--- config.mk ---
export PLATFORM = sky130hd
export DESIGN_NAME = enlarge
export DESIGN_NICKNAME = d
export VERILOG_FILES = /design/src/rtl/enlarge.sv
export SDC_FILE = /design/constraint.sdc
export NUM_CORES = 1
export LEC_CHECK = 0
export CELL_PAD_IN_SITES_DETAIL_PLACEMENT = 0
export CELL_PAD_IN_SITES_GLOBAL_PLACEMENT = 1
export CORE_UTILIZATION = 42
export CTS_CLUSTER_SIZE = 14
export DETAILED_ROUTE_END_ITERATION = 8
export MAX_ROUTING_LAYER = met4
export PLACE_DENSITY_LB_ADDON = 0.1
export SLEW_MARGIN = 20
export SYNTH_ARGS = -nofsm -noshare
export SYNTH_HDL_FRONTEND = slang
export SYNTH_SLANG_ARGS = --single-unit
--- constraint.sdc ---
create_clock -name clk -period 7.52 [get_ports clk]
set_input_delay 0.752 -clock clk [delete_from_list [all_inputs] [get_ports clk]]
set_output_delay 0.752 -clock clk [all_outputs]
set_load 0.03 [all_outputs]
--- src/rtl/enlarge.sv ---
// Nearest-neighbour up-sampler: streams a WIDTH x HIEGHT source frame out as a
// (WIDTH*FACTOR) x (HIEGHT*FACTOR) frame, one output pixel per clock.
module enlarge #(
   parameter int FACTOR = 2,
   parameter int BPP    = 3,
   parameter int WIDTH  = 30,
   parameter int HIEGHT = 30,
   localparam int PEXILS  = WIDTH * HIEGHT,
   localparam int ADDR_WR = PEXILS * FACTOR * FACTOR
) (
   input  logic                       clk,
   input  logic                       rst,
   input  logic                       start,
   input  logic [8*BPP-1:0]           pexil_in,
   output logic [8*BPP-1:0]           pexil_out,
   output logic                       wr_en,
   output logic                       done,
   output logic [$clog2(ADDR_WR)-1:0] write_adrr,
   output logic [$clog2(PEXILS)-1:0]  read_adrr
);

   localparam int WA  = $clog2(ADDR_WR);
   localparam int RA  = $clog2(PEXILS);
   localparam int FW  = (FACTOR > 1) ? $clog2(FACTOR) : 1;
   localparam int SXW = (WIDTH > 1) ? $clog2(WIDTH) : 1;
   localparam int SYW = (HIEGHT > 1) ? $clog2(HIEGHT) : 1;

   typedef enum logic [1:0] {StIdle, StRun, StFlush, StDone} state_e;

   state_e           state_q, state_d;
   logic [FW-1:0]    fx_q, fx_d, fy_q, fy_d;
   logic [SXW-1:0]   sx_q, sx_d;
   logic [SYW-1:0]   sy_q, sy_d;
   logic [RA-1:0]    base_q, base_d;
   logic [WA-1:0]    k_q, k_d;
   logic             flush_q, flush_d;
   logic             v1_q, v1_d;
   logic [WA-1:0]    wa1_q, wa1_d;
   logic [RA-1:0]    read_adrr_q, read_adrr_d;
   logic [WA-1:0]    write_adrr_q, write_adrr_d;
   logic [8*BPP-1:0] pexil_out_q, pexil_out_d;
   logic             wr_en_q, wr_en_d;
   logic             done_q, done_d;

   always_comb begin
      state_d = state_q;
      fx_d    = fx_q;
      fy_d    = fy_q;
      sx_d    = sx_q;
      sy_d    = sy_q;
      base_d  = base_q;
      k_d     = k_q;
      flush_d = 1'b0;
      v1_d    = 1'b0;
      wa1_d   = k_q;
      unique case (state_q)
         StIdle: begin
            if (start) state_d = StRun;
         end
         StRun: begin
            v1_d = 1'b1;
            k_d  = k_q + WA'(1);
            // Odometer: column phase, source column, row phase, source row.
            if (fx_q == FW'(FACTOR - 1)) begin
               fx_d = '0;
               if (sx_q == SXW'(WIDTH - 1)) begin
                  sx_d = '0;
                  if (fy_q == FW'(FACTOR - 1)) begin
                     fy_d = '0;
                     if (sy_q == SYW'(HIEGHT - 1)) begin
                        sy_d    = '0;
                        base_d  = '0;
                        k_d     = '0;
                        state_d = StFlush;
                     end else begin
                        sy_d   = sy_q + SYW'(1);
                        base_d = base_q + RA'(WIDTH);
                     end
                  end else begin
                     fy_d = fy_q + FW'(1);
                  end
               end else begin
                  sx_d = sx_q + SXW'(1);
               end
            end else begin
               fx_d = fx_q + FW'(1);
            end
         end
         StFlush: begin
            flush_d = ~flush_q;
            if (flush_q) state_d = StDone;
         end
         StDone: begin
            state_d = StIdle;
         end
         default: state_d = StIdle;
      endcase

      read_adrr_d  = base_d + RA'(sx_d);
      // Stage 2: pixel arrives one cycle after its address; register it with its write address.
      wr_en_d      = v1_q;
      write_adrr_d = v1_q ? wa1_q : write_adrr_q;
      pexil_out_d  = v1_q ? pexil_in : pexil_out_q;
      done_d       = (state_d == StDone);
   end

   always_ff @(posedge clk) begin
      if (rst) begin
         state_q      <= StIdle;
         fx_q         <= '0;
         fy_q         <= '0;
         sx_q         <= '0;
         sy_q         <= '0;
         base_q       <= '0;
         k_q          <= '0;
         flush_q      <= 1'b0;
         v1_q         <= 1'b0;
         wa1_q        <= '0;
         read_adrr_q  <= '0;
         write_adrr_q <= '0;
         pexil_out_q  <= '0;
         wr_en_q      <= 1'b0;
         done_q       <= 1'b0;
      end else begin
         state_q      <= state_d;
         fx_q         <= fx_d;
         fy_q         <= fy_d;
         sx_q         <= sx_d;
         sy_q         <= sy_d;
         base_q       <= base_d;
         k_q          <= k_d;
         flush_q      <= flush_d;
         v1_q         <= v1_d;
         wa1_q        <= wa1_d;
         read_adrr_q  <= read_adrr_d;
         write_adrr_q <= write_adrr_d;
         pexil_out_q  <= pexil_out_d;
         wr_en_q      <= wr_en_d;
         done_q       <= done_d;
      end
   end

   assign read_adrr  = read_adrr_q;
   assign write_adrr = write_adrr_q;
   assign pexil_out  = pexil_out_q;
   assign wr_en      = wr_en_q;
   assign done       = done_q;

endmodule
==> results_tabular.tex <==
\begin{tabular}{lr}
\hline
Metric & Value \\
\hline
\multicolumn{2}{l}{\textbf{Run status}} \\
\quad Outcome & completed \\
\multicolumn{2}{l}{\textbf{Placement}} \\
\quad Post-Place Setup Slack & 4.17 ns \\
\quad Count of input and output buffers & 74 \\
\quad HPWL reported at the end of detailed placement & 5620 µm \\
\quad Placer's final routability congestion estimate & 0.870 \\
\multicolumn{2}{l}{\textbf{Synth}} \\
\quad Number of flops mapped to enable cells by yosys & 0 \\
\quad Mean instance size in the synthesized netlist & 9.50 µm² \\
\quad Top cell type's share of synthesized area & 0.493 \\
\quad Top\_reg\_cell synth & sky130\_fd\_sc\_hd\_\_dfxtp\_1 \\
\quad Number of distinct library cells after synthesis & 53 \\
\quad Proportion of register bits with asynchronous set or reset after synthesis & 0 \\
\quad Number of register bits inferred by synthesis & 98 \\
\quad Register area share after synthesis & 0.493 \\
\quad Cell type contributing the most total cell area after synthesis & sky130\_fd\_sc\_hd\_\_dfxtp\_1 \\
\quad Net count of the mapped netlist & 458 \\
\quad Yosys warnings & 0 \\
\quad Instance count of the mapped netlist & 419 \\
\quad Most area-consuming cells after synthesis & sky130\_fd\_sc\_hd\_\_dfxtp\_1 (49\%), sky130\_fd\_sc\_hd\_\_mux2i\_1 (9.6\%), sky130\_fd\_sc\_hd\_\_nor2\_1 (7.2\%) \\
\quad Cell area after synthesis & 3980 µm² \\
\multicolumn{2}{l}{\textbf{Layout}} \\
\quad Multi-input logic area & 1880 µm² \\
\quad Commonest non-fill, non-tap cells in the layout & sky130\_fd\_sc\_hd\_\_dfxtp\_1 (97), sky130\_fd\_sc\_hd\_\_nor2\_1 (76), sky130\_fd\_sc\_hd\_\_clkdlybuf4s50\_1 (73), sky130\_fd\_sc\_hd\_\_mux2i\_1 (38), sky130\_fd\_sc\_hd\_\_nor2b\_1 (23) \\
\quad Sequential cell area in the final layout & 1970 µm² \\
\quad Share of the core filled with cells in the final layout & 0.543 \\
\quad Diodes inserted & 0 \\
\quad Share of layout cells above drive strength 1 & 0.0671 \\
\quad Final layout net count & 526 \\
\quad Synth-to-Final Area Change & 25.4\% \\
\quad Number of inserted filler cells in the final layout & 857 \\
\quad Most common cell after layout, fill and taps aside & sky130\_fd\_sc\_hd\_\_dfxtp\_1 \\
\multicolumn{2}{l}{\textbf{Worst setup path}} \\
\quad Critical Path, Cell by Cell & inv\_1 -> ha\_1 -> and4\_1 -> nand2\_1 -> nor2\_1 -> nor2\_1 -> ha\_1 -> inv\_1 -> fa\_1 -> nor2b\_1 -> o21ai\_0 -> a21oi\_1 -> o21bai\_1 -> or4\_1 -> a21oi\_1 \\
\quad Startpoint of the worst setup timing path & sy\_q[1] \\
\quad Element type at the critical path end & register \\
\quad Type of the worst setup path & reg2reg \\
\quad Crit path max-delay cell type & sky130\_fd\_sc\_hd\_\_or4\_1 \\
\quad Worst R2R Setup Slack & 4.20 ns \\
\quad Crit path launch type & register \\
\quad FF-to-FF Start & sy\_q[1] \\
\quad Data required time of the worst path & 7.80 ns \\
\quad Maximum cell stage delay along the critical path & 0.41 ns \\
\quad Critical Path AT & 3.60 ns \\
\quad Highest fanout seen on the critical path & 9 \\
\multicolumn{2}{l}{\textbf{Routing}} \\
\quad Total DRC errors in the routed layout & 0 \\
\quad Detail Route Antenna Nets & 0 \\
\quad Starting DRC count in detailed routing & 54 \\
\quad Number of detailed-routing iterations run before antenna repair & 4 \\
\quad Detail-routed via count per cell & 5.08 \\
\quad WL per Instance & 13.3 µm \\
\quad Vias post-DR & 3,062 \\
\quad Final wirelength & 8050 µm \\
\multicolumn{2}{l}{\textbf{GRT}} \\
\quad Antenna violations before repair & 0 \\
\quad Largest net degree at the start of global routing & 82 \\
\quad Aggregate global routing overflow & 0 \\
\quad GRT Util Overall & 0.176 \\
\quad Vias in the first global route & 2,847 \\
\quad Wire length of the first global-routing pass & 13,400 µm \\
\multicolumn{2}{l}{\textbf{Clock tree}} \\
\quad Clock buffer depth & 2 \\
\quad Total CTS buffers & 9 \\
\quad Buffer count from post-CTS setup fixing & 0 \\
\quad CTS HTree Levels & 3 \\
\quad Number of sinks handled by clock tree synthesis & 98 \\
\quad Clock slew seen by the registers of the worst setup and hold paths & 0.10 ns \\
\quad Number of hold buffers added after cts & 0 \\
\quad Clock insertion delay at the later pin of the skew report & 0.36 ns \\
\quad Post-CTS Resized & 0 \\
\quad TritonCTS clock tree & yes \\
\quad Root buf cell & sky130\_fd\_sc\_hd\_\_clkbuf\_8 \\
\multicolumn{2}{l}{\textbf{Worst hold path}} \\
\quad Class of the tightest hold or removal check & reg2reg \\
\quad Start point of the worst min-delay path & base\_q[0] \\
\multicolumn{2}{l}{\textbf{STA}} \\
\quad Clock Skews & 0.0118 ns \\
\quad Min cycle time layout & 3.32 ns \\
\quad RSZ-0062 raised after global routing & false \\
\quad Worst slew margin relative to its limit & 0.444 \\
\quad F\_max & 301 MHz \\
\quad Number of failing setup endpoints in the final timing report & 0 \\
\quad Final number of hold-violating endpoints & 0 \\
\quad Final worst-path setup slack & 4.20 ns \\
\quad Transition time at the pin with the least slew margin & 0.834 ns \\
\quad Final Cycle Share & 0.441 \\
\quad Setup TNS & 0 ns \\
\quad Count of pins over their slew limit & 0 \\
\quad WHS & 0.443 ns \\
\multicolumn{2}{l}{\textbf{Die}} \\
\quad Area inside the core boundary & 9200 µm² \\
\quad Chip width & 99.3 µm \\
\quad Overall die height & 99.3 µm \\
\quad Top Ports & 75 \\
\quad Die outline area & 9870 µm² \\
\quad Initial core utilization & 0.433 \\
\quad Number of placement rows & 35 \\
\multicolumn{2}{l}{\textbf{Pwr}} \\
\quad Overall power & 976 µW \\
\quad Max rail drop VDD & 0.104 mV \\
\quad LEAKAGE & 0.00186 µW \\
\quad Power per Cell Area & 196 nW/µm² \\
\multicolumn{2}{l}{\textbf{Flow run}} \\
\quad Number of maximum-capacitance constraint violations & 0 \\
\hline
\end{tabular}
[sequential cells by signal, indices dropped and copies added (netlist names)]
name        count
fx_q            1
write_adrr     12
state_q         2
k_q            12
sx_q            5
read_adrr      10
flush_q         1
sy_q            5
wa1_q          12
base_q         10
wr_en           1
done            1
fy_q            1
v1_q            1
pexil_out      24
[layer usage]
layer / GRT usage / wire length [µm] / vias to the layer above
met4: 0.102 / 291 / 0
met1: 0.207 / 3800 / 1407
met5: - / 0 / -
met3: 0.0260 / 269 / 21
met2: 0.287 / 3690 / 70
li1: - / - / 1564
[cell families (layout without fill, tap and decap cells)]
| logic type | count (synthesis) | after routing | share of synthesized area |
|---|---|---|---|
| XOR/XNOR | 16 | 16 | 0.0352 |
| AND/OR/NAND/NOR | 171 | 171 | 0.218 |
| adder cells (fa/ha/maj) | 12 | 12 | 0.0396 |
| buffers and inverters | 35 | 108 | 0.0343 |
| flip-flops | 98 | 98 | 0.493 |
| AO/OA/AOI/OAI | 48 | 48 | 0.0821 |
| multiplexers | 39 | 39 | 0.0984 |
[worst paths after layout]
kind,depth (start not counted),to
worst min-delay path,2,base_q[0]
worst max register to register,15,read_adrr[8]
worst min register to register,2,base_q[0]
worst max-delay path,15,read_adrr[8]
[per-stage QoR]
step | cell area [µm²] | cells
3_3_place_gp | 4790 | 587
6_report | 4990 | 603
3_5_place_dp | 4790 | 587
4_1_cts | 4990 | 603
2_1_floorplan | 3980 | 419
5_1_grt | 4990 | 603
[area by class of cell]
cell class / count / area share
sequential: 98 / 0.394
multi-input combinational: 286 / 0.377
timing repair buffer: 76 / 0.150
inverter: 16 / 0.0120
clock buffer: 10 / 0.0276
tap: 111 / 0.0278
clock inverter: 6 / 0.0113
[synthesized netlist by cell type (2+ instances only)]
master                     instances
sky130_fd_sc_hd__a211oi_1          3
sky130_fd_sc_hd__a21oi_1           9
sky130_fd_sc_hd__and3_1            2
sky130_fd_sc_hd__buf_1             5
sky130_fd_sc_hd__buf_2             4
sky130_fd_sc_hd__clkbuf_1         10
sky130_fd_sc_hd__dfxtp_1          98
sky130_fd_sc_hd__ha_1             11
sky130_fd_sc_hd__inv_1            16
sky130_fd_sc_hd__mux2i_1          38
sky130_fd_sc_hd__nand2_1          20
sky130_fd_sc_hd__nand2b_1          6
sky130_fd_sc_hd__nand3_1          10
sky130_fd_sc_hd__nand4_1           7
sky130_fd_sc_hd__nor2_1           76
sky130_fd_sc_hd__nor2b_1          23
sky130_fd_sc_hd__nor3_1            8
sky130_fd_sc_hd__nor3b_1           2
sky130_fd_sc_hd__o21ai_0          17
sky130_fd_sc_hd__o31ai_1           4
sky130_fd_sc_hd__o41ai_1           2
sky130_fd_sc_hd__or4_1             3
sky130_fd_sc_hd__xnor2_1           5
sky130_fd_sc_hd__xor2_1           11
[critical path, delay by kind of cell (launching register included)]
kind | cells | cell delay, ns
flip-flops | 1 | 0.40
buffers and inverters | 2 | 0.12
AND/OR/NAND/NOR | 6 | 1.37
adder cells (fa/ha/maj) | 3 | 0.75
AO/OA/AOI/OAI | 4 | 0.60
[where the power goes]
group	internal [µW]	switching [µW]	leakage, µW
registers	533	16.8	0.000794
logic	47.0	48.9	0.000970
clock network	137	193	0.0000973
total	717	259	0.00186
No activity file was read; power rests on OpenSTA's default activity.
